==> src/rtl/pipe2_issue_pkg.sv <==
// Shared definitions for the pipe2 issue stage: instruction field layout,
// bubble encoding and scoreboard depth.
package pipe2_issue_pkg;

  // Instruction word field positions
  localparam int FUNC_HI = 31;
  localparam int FUNC_LO = 28;
  localparam int RD_HI   = 27;
  localparam int RD_LO   = 24;
  localparam int RS1_HI  = 23;
  localparam int RS1_LO  = 20;
  localparam int RS2_HI  = 19;
  localparam int RS2_LO  = 16;
  localparam int ADDR_HI = 15;
  localparam int ADDR_LO = 8;

  // A bubble carries this opcode so pipe2 treats it as a no-op
  localparam logic [3:0] BUBBLE_FUNC = 4'b1111;

  // Register index that bubbles write into by default
  localparam int DEFAULT_BUBBLE_REG = 15;

  // pipe2 writes the register bank three edges after issue, so the
  // two following slots must not read a register the slot wrote
  localparam int SB_DEPTH = 2;

  // Decoded instruction as it is buffered and issued
  typedef struct packed {
    logic [3:0] func;
    logic [3:0] rd;
    logic [3:0] rs1;
    logic [3:0] rs2;
    logic [7:0] addr;
  } instr_t;

  localparam int INSTR_W = $bits(instr_t);

endpackage

==> src/rtl/issue_fifo.sv <==
// Instruction buffer: FIFO with wrap-around pointers and an occupancy count.
// Push is ignored when full, pop is ignored when empty.
module issue_fifo
  import pipe2_issue_pkg::*;
#(
  parameter int DEPTH = 4,
  parameter int W     = INSTR_W
) (
  input  logic         clk,
  input  logic         rst_n,
  input  logic         push,
  input  logic [W-1:0] wdata,
  input  logic         pop,
  output logic [W-1:0] rdata,
  output logic         full,
  output logic         empty
);

  localparam int PTR_W = $clog2(DEPTH);
  localparam int CNT_W = PTR_W + 1;

  logic [PTR_W-1:0] wr_ptr_q, wr_ptr_d;
  logic [PTR_W-1:0] rd_ptr_q, rd_ptr_d;
  logic [CNT_W-1:0] count_q, count_d;
  logic [W-1:0]     mem_q [DEPTH];
  logic [W-1:0]     mem_d [DEPTH];
  logic             do_push;
  logic             do_pop;

  assign full    = (count_q == CNT_W'(DEPTH));
  assign empty   = (count_q == '0);
  assign do_push = push && !full;
  assign do_pop  = pop && !empty;
  assign rdata   = mem_q[rd_ptr_q];

  // Next pointer and occupancy; DEPTH is a power of two so pointers wrap naturally
  always_comb begin
    wr_ptr_d = wr_ptr_q;
    rd_ptr_d = rd_ptr_q;
    count_d  = count_q;
    if (do_push) wr_ptr_d = wr_ptr_q + PTR_W'(1);
    if (do_pop)  rd_ptr_d = rd_ptr_q + PTR_W'(1);
    if (do_push && !do_pop)      count_d = count_q + CNT_W'(1);
    else if (!do_push && do_pop) count_d = count_q - CNT_W'(1);
  end

  // Storage write for the accepted entry
  always_comb begin
    mem_d = mem_q;
    if (do_push) mem_d[wr_ptr_q] = wdata;
  end

  // Control state: pointers and occupancy cleared by reset
  always_ff @(posedge clk or negedge rst_n) begin
    if (!rst_n) begin
      wr_ptr_q <= '0;
      rd_ptr_q <= '0;
      count_q  <= '0;
    end else begin
      wr_ptr_q <= wr_ptr_d;
      rd_ptr_q <= rd_ptr_d;
      count_q  <= count_d;
    end
  end

  // Entry storage; contents are meaningless until the count covers them
  always_ff @(posedge clk) begin
    mem_q <= mem_d;
  end

endmodule

==> src/rtl/pipe2_issue.sv <==
// Issue stage in front of pipe2: buffers instructions, tracks the rd of the
// last two issue slots and inserts bubbles while the head would read a
// register that pipe2 has not yet written back.
module pipe2_issue
  import pipe2_issue_pkg::*;
#(
  parameter int FIFO_DEPTH = 4,
  parameter int BUBBLE_REG = DEFAULT_BUBBLE_REG
) (
  input  logic        clk,
  input  logic        rst_n,
  input  logic [31:0] in_instr,
  input  logic        in_valid,
  output logic        in_ready,
  output logic [15:0] rs1,
  output logic [15:0] rs2,
  output logic [15:0] rd,
  output logic [3:0]  func,
  output logic [7:0]  addr,
  output logic        issue_valid,
  output logic        stall
);

  localparam logic [3:0] BUBBLE_RD = BUBBLE_REG[3:0];
  localparam instr_t BUBBLE_SLOT = '{func: BUBBLE_FUNC, rd: BUBBLE_RD,
                                     rs1: 4'd0, rs2: 4'd0, addr: 8'd0};

  instr_t              in_ins;
  instr_t              head;
  logic                fifo_full;
  logic                fifo_empty;
  logic                hazard;
  logic                issue_now;
  logic                unused_low;

  instr_t              slot_q, slot_d;
  logic                issue_valid_q, issue_valid_d;
  logic                stall_q, stall_d;
  logic [3:0]          sb_rd_q [SB_DEPTH];
  logic [3:0]          sb_rd_d [SB_DEPTH];
  logic [SB_DEPTH-1:0] sb_vld_q, sb_vld_d;

  assign in_ins = '{func: in_instr[FUNC_HI:FUNC_LO],
                    rd:   in_instr[RD_HI:RD_LO],
                    rs1:  in_instr[RS1_HI:RS1_LO],
                    rs2:  in_instr[RS2_HI:RS2_LO],
                    addr: in_instr[ADDR_HI:ADDR_LO]};

  // Low byte of the instruction word carries nothing for this stage
  assign unused_low = ^in_instr[ADDR_LO-1:0];

  issue_fifo #(
    .DEPTH (FIFO_DEPTH),
    .W     (INSTR_W)
  ) u_fifo (
    .clk   (clk),
    .rst_n (rst_n),
    .push  (in_valid),
    .wdata (in_ins),
    .pop   (issue_now),
    .rdata (head),
    .full  (fifo_full),
    .empty (fifo_empty)
  );

  assign in_ready = !fifo_full;

  // Head is blocked when a source matches a live, non-sink rd of the last two slots
  always_comb begin
    hazard = 1'b0;
    for (int i = 0; i < SB_DEPTH; i++) begin
      if (sb_vld_q[i] && (sb_rd_q[i] != BUBBLE_RD) &&
          ((head.rs1 == sb_rd_q[i]) || (head.rs2 == sb_rd_q[i]))) begin
        hazard = 1'b1;
      end
    end
    issue_now = !fifo_empty && !hazard;
  end

  // Choose this edge's slot contents and shift the scoreboard
  always_comb begin
    slot_d        = BUBBLE_SLOT;
    issue_valid_d = 1'b0;
    stall_d       = !fifo_empty && hazard;
    if (issue_now) begin
      slot_d        = head;
      issue_valid_d = 1'b1;
    end
    sb_rd_d[0] = slot_d.rd;
    for (int i = 1; i < SB_DEPTH; i++) begin
      sb_rd_d[i] = sb_rd_q[i-1];
    end
    sb_vld_d = {sb_vld_q[SB_DEPTH-2:0], issue_valid_d};
  end

  // Issue-slot registers and scoreboard valid bits; reset to a clean bubble
  always_ff @(posedge clk or negedge rst_n) begin
    if (!rst_n) begin
      slot_q        <= BUBBLE_SLOT;
      issue_valid_q <= 1'b0;
      stall_q       <= 1'b0;
      sb_vld_q      <= '0;
    end else begin
      slot_q        <= slot_d;
      issue_valid_q <= issue_valid_d;
      stall_q       <= stall_d;
      sb_vld_q      <= sb_vld_d;
    end
  end

  // Scoreboard rd values only matter where the matching valid bit is set
  always_ff @(posedge clk) begin
    sb_rd_q <= sb_rd_d;
  end

  assign func        = slot_q.func;
  assign rd          = {12'd0, slot_q.rd};
  assign rs1         = {12'd0, slot_q.rs1};
  assign rs2         = {12'd0, slot_q.rs2};
  assign addr        = slot_q.addr;
  assign issue_valid = issue_valid_q;
  assign stall       = stall_q;

endmodule
==> config.mk <==
export PLATFORM = sky130hd
export DESIGN_NAME = pipe2_issue
export DESIGN_NICKNAME = d
export VERILOG_FILES = /design/src/rtl/pipe2_issue_pkg.sv /design/src/rtl/issue_fifo.sv /design/src/rtl/pipe2_issue.sv
export SDC_FILE = /design/constraint.sdc
export NUM_CORES = 1
export LEC_CHECK = 0
export CAP_MARGIN = 10
export CORE_AREA = 2 2 114 116
export DETAILED_ROUTE_END_ITERATION = 8
export DIE_AREA = 0 0 116 118
export DONT_BUFFER_PORTS = 1
export SETUP_SLACK_MARGIN = 0.5
export SYNTH_ARGS = -nofsm -noshare
export SYNTH_HDL_FRONTEND = slang
export SYNTH_HIERARCHICAL = 1
export SYNTH_SLANG_ARGS = --single-unit
==> constraint.sdc <==
create_clock -name clk -period 3.05 [get_ports clk]
set_input_delay 0.7625 -clock clk [delete_from_list [all_inputs] [get_ports clk]]
set_output_delay 0.7625 -clock clk [all_outputs]
set_load 0.02 [all_outputs]
Yosys cells after proc, flatten, opt, wreduce, memory -nomap -nowiden --
Index checks and enable logic that the tools add are counted. W data, S select, Z words.
Operators by class: equality and inequality tests 7, magnitude comparators 3, reduce and logical (&&, ||, !) cells 20, bitwise operators 2, $add $sub $neg 4, muxes and demuxes 12
Operators by type and width (count):
- $bwmux W96 | 1
- $mux W24 | 4
- $bmux W24 S2 | 1
- $demux W24 S2 | 1
- $eq A4 B4 Y1 | 4
- $logic_and A1 B1 Y1 | 11
- $ne A4 B4 Y1 const B | 2
- $ge A3 B3 Y1 const B | 2
- $mux W3 | 2
- $not A2 Y3 | 2
- $logic_not A1 Y1 | 5
- $add A2 B1 Y2 const B | 2
- $add A3 B1 Y3 const B | 1
- $eq A3 B3 Y1 const B | 1
- $logic_not A3 Y1 | 1
- $lt A3 B1 Y1 const B | 1
- $mux W1 | 3
- $sub A3 B1 Y3 const B | 1
- $logic_or A1 B1 Y1 | 2
- $reduce_bool A2 Y1 | 1
Storage, ports and cells: output and inout port bits 63, word-level logic and storage cells 65, bits of input ports 35, flip-flop bits (word level) 139

Longest topological paths before layout --
depth in word-level cells 15, depth in mapped cells 16, gate-level depth less buffers 12

Hierarchy --
The synthesis kept the hierarchy.
Modules (own cells, without submodules):
- issue_fifo | sequential area each 3057.9 sq um, area an instance 3937.5 sq um, cells an instance 162, times used 1
- pipe2_issue | sequential area each 845.8 sq um, area an instance 1594.0 sq um, cells an instance 131, times used 1

Worst setup path before layout --
OpenSTA, ideal clock, no wires.
path kind register to register, start register u_fifo.rd_ptr_q[0], end register u_fifo.count_q[2], stages on the path, launching flop included 17, library setup time 0.079 ns, setup slack -0.133 ns, period minus slack after synthesis 3.183 ns, buffers on the path 4, data arrival time 3.103 ns, cell sequence dfrtp_1 buf_6 buf_12 mux4_2 xnor2_1 nand4_1 a21oi_2 buf_6 buf_6 nor3_1 nand2_1 ha_1 inv_1 fa_1 xor2_1 nor2_1 xor2_1
RTL lines:
- start: declaration | line issue_fifo.sv:23 | logic [PTR_W-1:0] rd_ptr_q, rd_ptr_d;
- start signal: assignment | line issue_fifo.sv:61 | rd_ptr_q <= rd_ptr_d;
- end signal: assignment | line issue_fifo.sv:62 | count_q <= count_d;
- end: declaration | line issue_fifo.sv:24 | logic [CNT_W-1:0] count_q, count_d;

==> impl_metrics.env <==
export IMPL_synth_seq_area_share_pct=70.57
export IMPL_antenna_found_initial=0
export IMPL_drv_slew=0
export IMPL_hold_path_class="input port to asynchronous set/reset pin"
export IMPL_coreArea_um2=12410
export IMPL_synthDistinctLibCells=33
export IMPL_leakage_uw=0.002271
export IMPL_cts_sinks=138
export IMPL_rsz0062_at_grt="yes"
export IMPL_ff2ff_path_depth=13
export IMPL_p_sw_uw=2482
export IMPL_grt_usage_pct=15.86
export IMPL_drc=0
export IMPL_fp_dieArea_um2=13690
export IMPL_switching_share_pct=32.25
export IMPL_initial_utilization_pct=44.56
export IMPL_max_freq_mhz=345.0
export IMPL_crit_slowest_cell="mux4_2"
export IMPL_synth_seq_cells=138
export IMPL_pwr_share_clk_pct=26.6
export IMPL_hold_viol_final=0
export IMPL_htree_levels=4
export IMPL_numCtsBuffers=17
export IMPL_finalSetupViolCount=0
export IMPL_worst_setup_path_start_kind="flip-flop"
export IMPL_grt_pass1_vias=2641
export IMPL_required_ps=3380
export IMPL_p_seq_share_pct=40.4
export IMPL_area_growth_pct=14.05
export IMPL_cp_depth=13
export IMPL_layout_nets=356
export IMPL_cts_tree="built"
export IMPL_final_core_util_pct=50.82
export IMPL_synth_edf_count=96
export IMPL_grt_max_degree=35
export IMPL_syn_avg_cell_area_um2=18.88
export IMPL_power_density_nw_per_um2=1220
export IMPL_wl_per_cell_um=19.51
export IMPL_final_period_utilization_pct=95.03
export IMPL_cp_cell_sequence="buf_12 -> mux4_2 -> xnor2_1 -> nand4_1 -> a21oi_2 -> nor3_4 -> nand2_2 -> ha_4 -> inv_2 -> fa_2 -> xor2_1 -> nor2_1 -> xor2_1"
export IMPL_dp_cells=462
export IMPL_fin_crit_ps=2899
export IMPL_setup_slack_ps=151.5
export IMPL_grt_overflow_total=0
export IMPL_critical_path_class="flip-flop to flip-flop"
export IMPL_crit_path_end="u_fifo/count_q[2]"
export IMPL_routed_via_count=2491
export IMPL_io_pins=98
export IMPL_fp_dieW_um=116
export IMPL_cp_max_fo=5
export IMPL_power_internal_uw=5214
export IMPL_max_stage_delay_ps=560
export IMPL_die_h_um=118
export IMPL_crit_arrival_ps=3230
export IMPL_antenna_left=0
export IMPL_path_clk_slew_ps=60
export IMPL_drt_iter0_drc=159
export IMPL_netlist_instances=293
export IMPL_synth_flop_cell="edfxtp_1"
export IMPL_cp_num_buf_inv=2
export IMPL_critPathMostFrequentCell="xor2_1"
export IMPL_clk_latency_ps=410
export IMPL_place_hpwl_mm=5.586
export IMPL_drive_gt1_share_pct=27.74
export IMPL_hold_buffers=0
export IMPL_fin_skew_ps=8.310
export IMPL_crit_start="u_fifo/rd_ptr_q[0]"
export IMPL_ir_drop_v=0.0006268
export IMPL_comb_power_share_pct=32.9
export IMPL_outcome="finished, final reports clean"
export IMPL_grt_pass1_wl_mm=15.30
export IMPL_yosysWarnings=6
export IMPL_via_per_inst=4.982
export IMPL_hold_slack_ps=42.07
export IMPL_async_flop_share_pct=24.64
export IMPL_r2r_end="u_fifo/count_q[2]"
export IMPL_postRouteWirelength_mm=9.754
export IMPL_globalplace_congestion=0.7450
export IMPL_syn_area_um2=5532
export IMPL_crit_family="multiplexers"
export IMPL_worstSetupEndpointType="flip-flop"
export IMPL_num_rows=41
export IMPL_dr_pass1_iters=6
export IMPL_final_cells=500
export IMPL_worstReg2RegStart="u_fifo/rd_ptr_q[0]"
export IMPL_io_buffers=0
export IMPL_clock_root_buffer="clkbuf_16"
export IMPL_cts_buffer_depth=2
export IMPL_reg2reg_slack_ps=150
export IMPL_drv_cap=0
export IMPL_pre_cts_ws_ps=109.3
export IMPL_antennaDiodeCount=0
-- synth_stat cells, drive strengths merged, types with 2 or more instances --
master,instances,area share [%]
and2,4,0.45
nand4,6,0.68
mux2,2,0.47
nand2,3,0.20
dfxtp,8,2.9
mux4,24,10
xnor2,20,3.2
buf,47,7.0
ha,5,1.1
xor2,2,0.32
a21oi,2,0.32
nor4b,16,2.5
dfstp,8,3.8
inv,5,0.34
or4,8,1.2
edfxtp,96,52
dfrtp,26,12
clkbuf,2,0.14
-- final cells by class --
type / instances / area [um^2]
clock buffers: 18 / 429.2
clock inverters: 14 / 172.7
fillers: 1030 / 6106
inverters: 5 / 18.77
multi-input cells: 136 / 1395
flip-flops and latches: 138 / 3905
well taps: 172 / 215.2
repair buffers: 17 / 172.7
-- timing repair --
action / 4_1_cts / 5_1_grt
endpoints found under the setup margin: 2 / 7
pin swaps: 11 / 3
cloned: 1 / 0
gates resized for setup: 3 / 4
setup buffers: 4 / 1
-- cell families after synthesis --
group,Yosys count,synth area share (%)
AO/OA/AOI/OAI,3,0.4977
XOR/XNOR,22,3.483
adder cells (fa/ha/maj),6,1.493
buffers and inverters,54,7.510
flip-flops,138,70.57
multiplexers,26,10.65
other,1,0.06779
AND/OR/NAND/NOR,43,5.722
-- cells in the final DEF (no fill, tap or decap), types with 2 or more instances in the layout --
cell type / count
edfxtp_1: 96
conb_1: 36
dfrtp_1: 25
xnor2_1: 19
mux4_2: 18
clkbuf_16: 17
nor4b_1: 16
buf_4: 14
dfstp_2: 8
dfxtp_1: 8
nand4_1: 6
mux4_1: 6
clkinvlp_4: 5
or4_4: 4
or4_1: 4
inv_1: 4
and2_1: 4
ha_1: 4
bufinv_16: 3
nand2_1: 2
a21oi_2: 2
clkinv_2: 2
inv_6: 2
clkinv_4: 2
mux2_4: 2
xor2_1: 2
buf_12: 2
-- metal layers --
layer  up-vias  GRT usage [%]  routed length [um]
met5         -              0                   0
met4         0          6.696                 140
met3        10          6.797                 686
met2        92          23.79                4698
met1      1293          20.13                4229
li1       1096              -                   -
-- worst reg2reg max path, cell delays in order (launching register included) --
cell and delay [ps]:
dfrtp_2 450, buf_12 150, mux4_2 560, xnor2_1 190, nand4_1 140, a21oi_2 240
nor3_4 70, nand2_2 100, ha_4 140, inv_2 30, fa_2 330, xor2_1 140
nor2_1 120, xor2_1 150
-- through the flow --
stage               power [uW]  area (um^2)  setup TNS [ps]
floorplan                 5016         5695          -40.19
detailed placement        5493         5618               0
finish                    7696         6309               0
global placement          5462         5618               0
CTS                       7725         6282               0
global route              8147         6309               0
-- power by group through the flow --
stage / Combinational, uW / Sequential (uW) / Clock [uW]
2_1_floorplan: 1950 / 3060 / 0
3_3_place_gp: 2340 / 3130 / 0
3_5_place_dp: 2360 / 3140 / 0
4_1_cts: 2500 / 3120 / 2100
5_1_grt: 2780 / 3170 / 2190
6_report: 2530 / 3110 / 2050
-- sequential cells by signal (all words and copies together) (netlist names) --
| name | count |
|---|---|
| u_fifo/rd_ptr_q | 2 |
| u_fifo/wr_ptr_q | 2 |
| rs1 | 4 |
| sb_rd_q | 4 |
| func | 4 |
| rs2 | 4 |
| rd | 4 |
| sb_vld_q | 2 |
| u_fifo/mem_q | 96 |
| stall | 1 |
| addr | 8 |
| sb_rd_d | 4 |
| u_fifo/count_q | 3 |
-- worst min path at each step --
stage / start / end
floorplan: sb_rd_d[3] / sb_rd_q[3]
detailed placement: sb_rd_d[3] / sb_rd_q[3]
CTS: rst_n / addr[2]
global route: rst_n / rs1[3]
global placement: sb_rd_d[3] / sb_rd_q[3]
finish: rst_n / rs1[3]
Power figures use the tool's default switching activity.
